## src/rtl/ysyx_23060061_mem_arbiter.sv

```systemverilog
// Round-robin arbiter that lets an instruction-fetch port and a load/store port share one memory port.
// Optional watchdog: define YSYX_23060061_ARB_TIMEOUT_EN to abort stalled transactions with 0xDEADBEEF.
module ysyx_23060061_mem_arbiter #(
  parameter int ADDR_W  = 32,
  parameter int DATA_W  = 32,
  parameter int TIMEOUT = 255
) (
  input  logic              clk,
  input  logic              rst,
  input  logic              if_req_valid,
  output logic              if_req_ready,
  input  logic [ADDR_W-1:0] if_addr,
  output logic              if_rsp_valid,
  output logic [DATA_W-1:0] if_rsp_data,
  input  logic              ls_req_valid,
  output logic              ls_req_ready,
  input  logic              ls_wen,
  input  logic [ADDR_W-1:0] ls_addr,
  input  logic [DATA_W-1:0] ls_wdata,
  input  logic [3:0]        ls_wmask,
  output logic              ls_rsp_valid,
  output logic [DATA_W-1:0] ls_rsp_data,
  output logic              mem_req_valid,
  input  logic              mem_req_ready,
  output logic              mem_wen,
  output logic [ADDR_W-1:0] mem_addr,
  output logic [DATA_W-1:0] mem_wdata,
  output logic [3:0]        mem_wmask,
  input  logic              mem_rsp_valid,
  input  logic [DATA_W-1:0] mem_rsp_data,
  output logic              rsp_err
);

  typedef enum logic [1:0] {IDLE, REQ, WAIT, RESP} state_e;
  localparam logic OWN_IF = 1'b0;
  localparam logic OWN_LS = 1'b1;

  state_e            state_q, state_d;
  logic              owner_q, last_grant_q;
  logic              wen_q;
  logic [ADDR_W-1:0] addr_q;
  logic [DATA_W-1:0] wdata_q;
  logic [3:0]        wmask_q;
  logic [DATA_W-1:0] if_data_q, ls_data_q;
  logic              grant, rsp_fire, tmo_fire, timeout_hit;
  logic              rsp_load;
  logic [DATA_W-1:0] rsp_value;

  assign grant    = if_req_ready | ls_req_ready;
  assign rsp_fire = (state_q == WAIT) && mem_rsp_valid;
  // The watchdog only aborts when the memory has not just made progress this cycle.
  assign tmo_fire = timeout_hit &&
                    (((state_q == REQ) && !mem_req_ready) || ((state_q == WAIT) && !mem_rsp_valid));
  assign rsp_load  = rsp_fire | tmo_fire;
  assign rsp_value = rsp_fire ? mem_rsp_data : DATA_W'(32'hDEADBEEF);

  always_ff @(posedge clk or negedge rst) begin
    if (!rst) state_q <= IDLE;
    else      state_q <= state_d;
  end

  always_comb begin
    state_d = state_q;
    case (state_q)
      IDLE: if (grant) state_d = REQ;
      REQ: begin
        if (mem_req_ready)    state_d = WAIT;
        else if (timeout_hit) state_d = RESP;
      end
      WAIT: if (mem_rsp_valid || timeout_hit) state_d = RESP;
      RESP: state_d = IDLE;
      default: state_d = IDLE;
    endcase
  end

  always_comb begin
    if_req_ready  = 1'b0;
    ls_req_ready  = 1'b0;
    mem_req_valid = 1'b0;
    if_rsp_valid  = 1'b0;
    ls_rsp_valid  = 1'b0;
    case (state_q)
      IDLE: begin
        if_req_ready = if_req_valid && (!ls_req_valid || (last_grant_q == OWN_LS));
        ls_req_ready = ls_req_valid && (!if_req_valid || (last_grant_q == OWN_IF));
      end
      REQ:  mem_req_valid = 1'b1;
      RESP: begin
        if_rsp_valid = (owner_q == OWN_IF);
        ls_rsp_valid = (owner_q == OWN_LS);
      end
      default: ;
    endcase
  end

  always_ff @(posedge clk or negedge rst) begin
    if (!rst) begin
      owner_q      <= OWN_IF;
      last_grant_q <= OWN_IF;
      wen_q        <= 1'b0;
      addr_q       <= '0;
      wdata_q      <= '0;
      wmask_q      <= 4'b0000;
      if_data_q    <= '0;
      ls_data_q    <= '0;
    end else begin
      if (grant) begin
        owner_q      <= ls_req_ready;
        last_grant_q <= ls_req_ready;
        wen_q        <= ls_req_ready & ls_wen;
        addr_q       <= ls_req_ready ? ls_addr  : if_addr;
        wdata_q      <= ls_req_ready ? ls_wdata : '0;
        wmask_q      <= ls_req_ready ? ls_wmask : 4'b0000;
      end
      // Each requester keeps its own data register so the idle side's rsp_data never moves.
      if (rsp_load) begin
        if (owner_q == OWN_LS) ls_data_q <= rsp_value;
        else                   if_data_q <= rsp_value;
      end
    end
  end

  assign mem_wen     = wen_q;
  assign mem_addr    = addr_q;
  assign mem_wdata   = wdata_q;
  assign mem_wmask   = wmask_q;
  assign if_rsp_data = if_data_q;
  assign ls_rsp_data = ls_data_q;

`ifdef YSYX_23060061_ARB_TIMEOUT_EN
  localparam int CNT_W = $clog2(TIMEOUT + 1);
  logic [CNT_W-1:0] wdog_q;
  logic             err_q;

  always_ff @(posedge clk or negedge rst) begin
    if (!rst) begin
      wdog_q <= '0;
      err_q  <= 1'b0;
    end else begin
      if (grant)                                      wdog_q <= '0;
      else if ((state_q == REQ) || (state_q == WAIT)) wdog_q <= wdog_q + CNT_W'(1);
      if (grant)         err_q <= 1'b0;
      else if (tmo_fire) err_q <= 1'b1;
    end
  end

  // Fires on the last of TIMEOUT cycles spent in REQ plus WAIT.
  assign timeout_hit = ((state_q == REQ) || (state_q == WAIT)) && (wdog_q >= CNT_W'(TIMEOUT - 1));
  assign rsp_err     = (state_q == RESP) && err_q;
`else
  logic unused_cfg;
  assign unused_cfg  = ^TIMEOUT;
  assign timeout_hit = 1'b0;
  assign rsp_err     = 1'b0;
`endif

endmodule

```

## config.mk

```make
export PLATFORM = sky130hd
export DESIGN_NAME = ysyx_23060061_mem_arbiter
export DESIGN_NICKNAME = d
export VERILOG_FILES = /design/src/rtl/ysyx_23060061_mem_arbiter.sv
export SDC_FILE = /design/constraint.sdc
export NUM_CORES = 1
export LEC_CHECK = 0
export ABC_AREA = 1
export ABC_CLOCK_PERIOD_IN_PS = 1400
export CAP_MARGIN = 20
export CORE_ASPECT_RATIO = 0.8
export CORE_MARGIN = 2
export CORE_UTILIZATION = 37
export DETAILED_ROUTE_END_ITERATION = 8
export PLACE_DENSITY = 0.88
export SYNTH_ARGS = -nofsm -noshare
export SYNTH_HDL_FRONTEND = slang
export SYNTH_SLANG_ARGS = --single-unit
```

## constraint.sdc

```tcl
create_clock -name clk -period 1.4 [get_ports clk]
set_input_delay 0.21 -clock clk [delete_from_list [all_inputs] [get_ports clk]]
set_output_delay 0.21 -clock clk [all_outputs]
set_load 0.02 [all_outputs]
```

==> results.sh <==
export IMPL_fin_skew_ps=13.9
export IMPL_finalHoldViolations=0
export IMPL_nNetsFinal=1181
export IMPL_cts_tree="built"
export IMPL_clk_path_buf_depth=2
export IMPL_path_max_fanout=2
export IMPL_syn_inst=707
export IMPL_cts_buffers=17
export IMPL_drt_total_wl_um=23900
export IMPL_vias=6152
export IMPL_synth_commonest_cells="281 x nand2_1, 136 x dfrtp_1, 106 x inv_1"
export IMPL_diodes=0
export IMPL_synth_ff_type="dfrtp_1"
export IMPL_synth_top_area_frac=0.584
export IMPL_area_growth_pct=85.0
export IMPL_grt_max_degree=49
export IMPL_clock_latency_ps=430
export IMPL_finalCritPeriodShare=1.21
export IMPL_syn_nets=850
export IMPL_die_y_um=116
export IMPL_antenna_found_initial=0
export IMPL_port_buffers=276
export IMPL_ys_seq_area_frac=0.584
export IMPL_min_path_type="in -> async"
export IMPL_place_ws_ps=-321
export IMPL_critical_path_required_ps=1190
export IMPL_crit_path_end_kind="output pin"
export IMPL_crit_type="reg -> out"
export IMPL_p_per_area_mw_per_mm2=2290
export IMPL_grt_overflow_total=0
export IMPL_crit_start="state_q[1]"
export IMPL_setup_viol=139
export IMPL_avgSynthCellArea_um2=8.24
export IMPL_status="finished with violations"
export IMPL_ant_nets=0
export IMPL_gp_congestion=0.774
export IMPL_clk_pin_slew_worst_paths_ps=60
export IMPL_layout_min_cycle_time_ps=1700
export IMPL_grt_use_total=0.265
export IMPL_htree_num_levels=4
export IMPL_avgViaCountPerCell=4.88
export IMPL_dpl_hpwl_um=13300
export IMPL_drt_pass1_iterations=5
export IMPL_slowest_stage="dfrtp_1"
export IMPL_crit_chain="inv_2, ha_4, buf_6, nand2_4, inv_4, nand2_4, inv_6, buf_6"
export IMPL_die_w_um=144
export IMPL_violations="setup timing"
export IMPL_placed_area_mm2=0.00902
export IMPL_first_global_vias=6080
export IMPL_core_area_mm2=0.0152
export IMPL_fin_ws_ps=-296
export IMPL_start_util=0.383
export IMPL_synthTopCellsByArea="dfrtp_1 58%, nand2_1 18%, inv_1 6.8%"
export IMPL_ctsRootBufferMaster="clkbuf_16"
export IMPL_final_setup_tns_ps=-24960
export IMPL_post_drt_wl_per_cell_um=19.0
export IMPL_grt_pass1_wl_um=32900
export IMPL_worstSetupStartpointType="register"
export IMPL_drc=0
export IMPL_fmax_ghz=0.590
export IMPL_p_leak_uw=0.00579
export IMPL_yosys_warnings=0
export IMPL_cts_sinks=136
export IMPL_cp_slowest_stage_delay_ps=390
export IMPL_row_count=40
export IMPL_fin_area_mm2=0.0108
export IMPL_yosysMostFrequentCell="nand2_1"
export IMPL_synth_area_mm2=0.00582
export IMPL_synth_cell_types=19
export IMPL_crit_arrival_ps=1490
export IMPL_rsz0062_at_grt="true"
export IMPL_die_area_mm2=0.0168
export IMPL_max_cap_violations=0
export IMPL_slew_viol_final=0
export IMPL_r2r_start="state_q[1]"
export IMPL_drt_iter0_drc=318
export IMPL_ir_drop_mv=1.57
export IMPL_synth_top_area_cell="dfrtp_1"
export IMPL_async_flop_share=1.00
export IMPL_ys_ff_latch=136
export IMPL_ios=278
export IMPL_drive_above_1_share=0.230
export IMPL_synth_edf_count=0
final timing paths:
path                                   endpoint  slack (ps)  depth (start not counted)
max in group asynchronous         mem_wdata[13]         540                          3
worst min register to register     mem_addr[22]         470                          2
worst min-delay path            ls_rsp_data[25]         260                          2
worst max register to register      mem_addr[2]        -280                         11
min in group clk                   mem_wdata[8]         330                          3
worst max-delay path               ls_req_ready        -300                          8
layout by cell type (no fill, tap or decap), types with 10 or more instances in the layout:
master,n
clkdlybuf4s15_1,10
dfrtp_1,136
o21ai_2,24
dlygate4sd2_1,111
clkbuf_2,12
buf_16,16
buf_12,12
inv_1,103
buf_6,14
buf_4,24
nand2_1,201
nand2_4,24
clkdlybuf4s50_1,137
clkbuf_16,23
nand2_2,58
nand3_1,64
o21ai_1,35
sequential cells by signal (all words and copies together) (netlist names):
signal	flops
last_grant_q	1
state_q	2
mem_wdata	32
mem_addr	32
mem_wmask	4
mem_wen	1
ls_rsp_data	32
if_rsp_data	32
layout make-up:
cell class | instances | area (µm²)
sequential | 136 | 3400
inverter | 109 | 445
clock inverter | 11 | 73.8
timing repair inverter | 1 | 11.3
multi-input combinational | 426 | 2330
fill | 1084 | 4440
clock buffer | 20 | 467
timing repair buffer | 347 | 3780
tap | 210 | 263
power by group:
part | leakage, µW | internal (µW) | switching [µW]
sequential | 0.00172 | 5840 | 1340
clock | 0.000264 | 2390 | 1750
combinational | 0.00381 | 5860 | 7510
total | 0.00579 | 14100 | 10600
worst max-delay path, delay by kind of cell, from the launching register on:
kind | cells | cell delay, ps
adder cells (fa/ha/maj) | 1 | 140
flip-flops | 1 | 390
AND/OR/NAND/NOR | 2 | 110
buffers and inverters | 5 | 430
cell families after synthesis:
logic type               Yosys count  synth area share
AO/OA/AOI/OAI                     66            0.0567
adder cells (fa/ha/maj)            4           0.00859
buffers and inverters            145             0.102
flip-flops                       136             0.584
other                              1          0.000644
AND/OR/NAND/NOR                  355             0.248
layer usage:
layer / vias up / routed length [µm] / track usage
li1: 2825 / - / -
met1: 2923 / 8420 / 0.285
met2: 324 / 12200 / 0.470
met3: 80 / 2410 / 0.107
met4: 0 / 880 / 0.104
met5: - / 0 / 0
through the flow:
step	power (µW)	util	hold WS, ps	std cells
6_report	24700	0.708	263	1260
3_3_place_gp	17800	0.593	109	1190
2_1_floorplan	12300	-	-85.6	707
5_1_grt	26000	0.708	272	1260
4_1_cts	22800	0.668	221	1248
3_5_place_dp	18100	0.593	111	1190
what timing repair did:
action                                  in CTS  in global routing
pin swaps                                    3                 12
buffers inserted                            10                  4
endpoints found under the setup margin     233                161
hold endpoints to repair                    50                  0
resized for setup                          247                188
hold buffers                                 1                  0
cloned                                      17                  8
No activity file was read; power rests on OpenSTA's default activity.
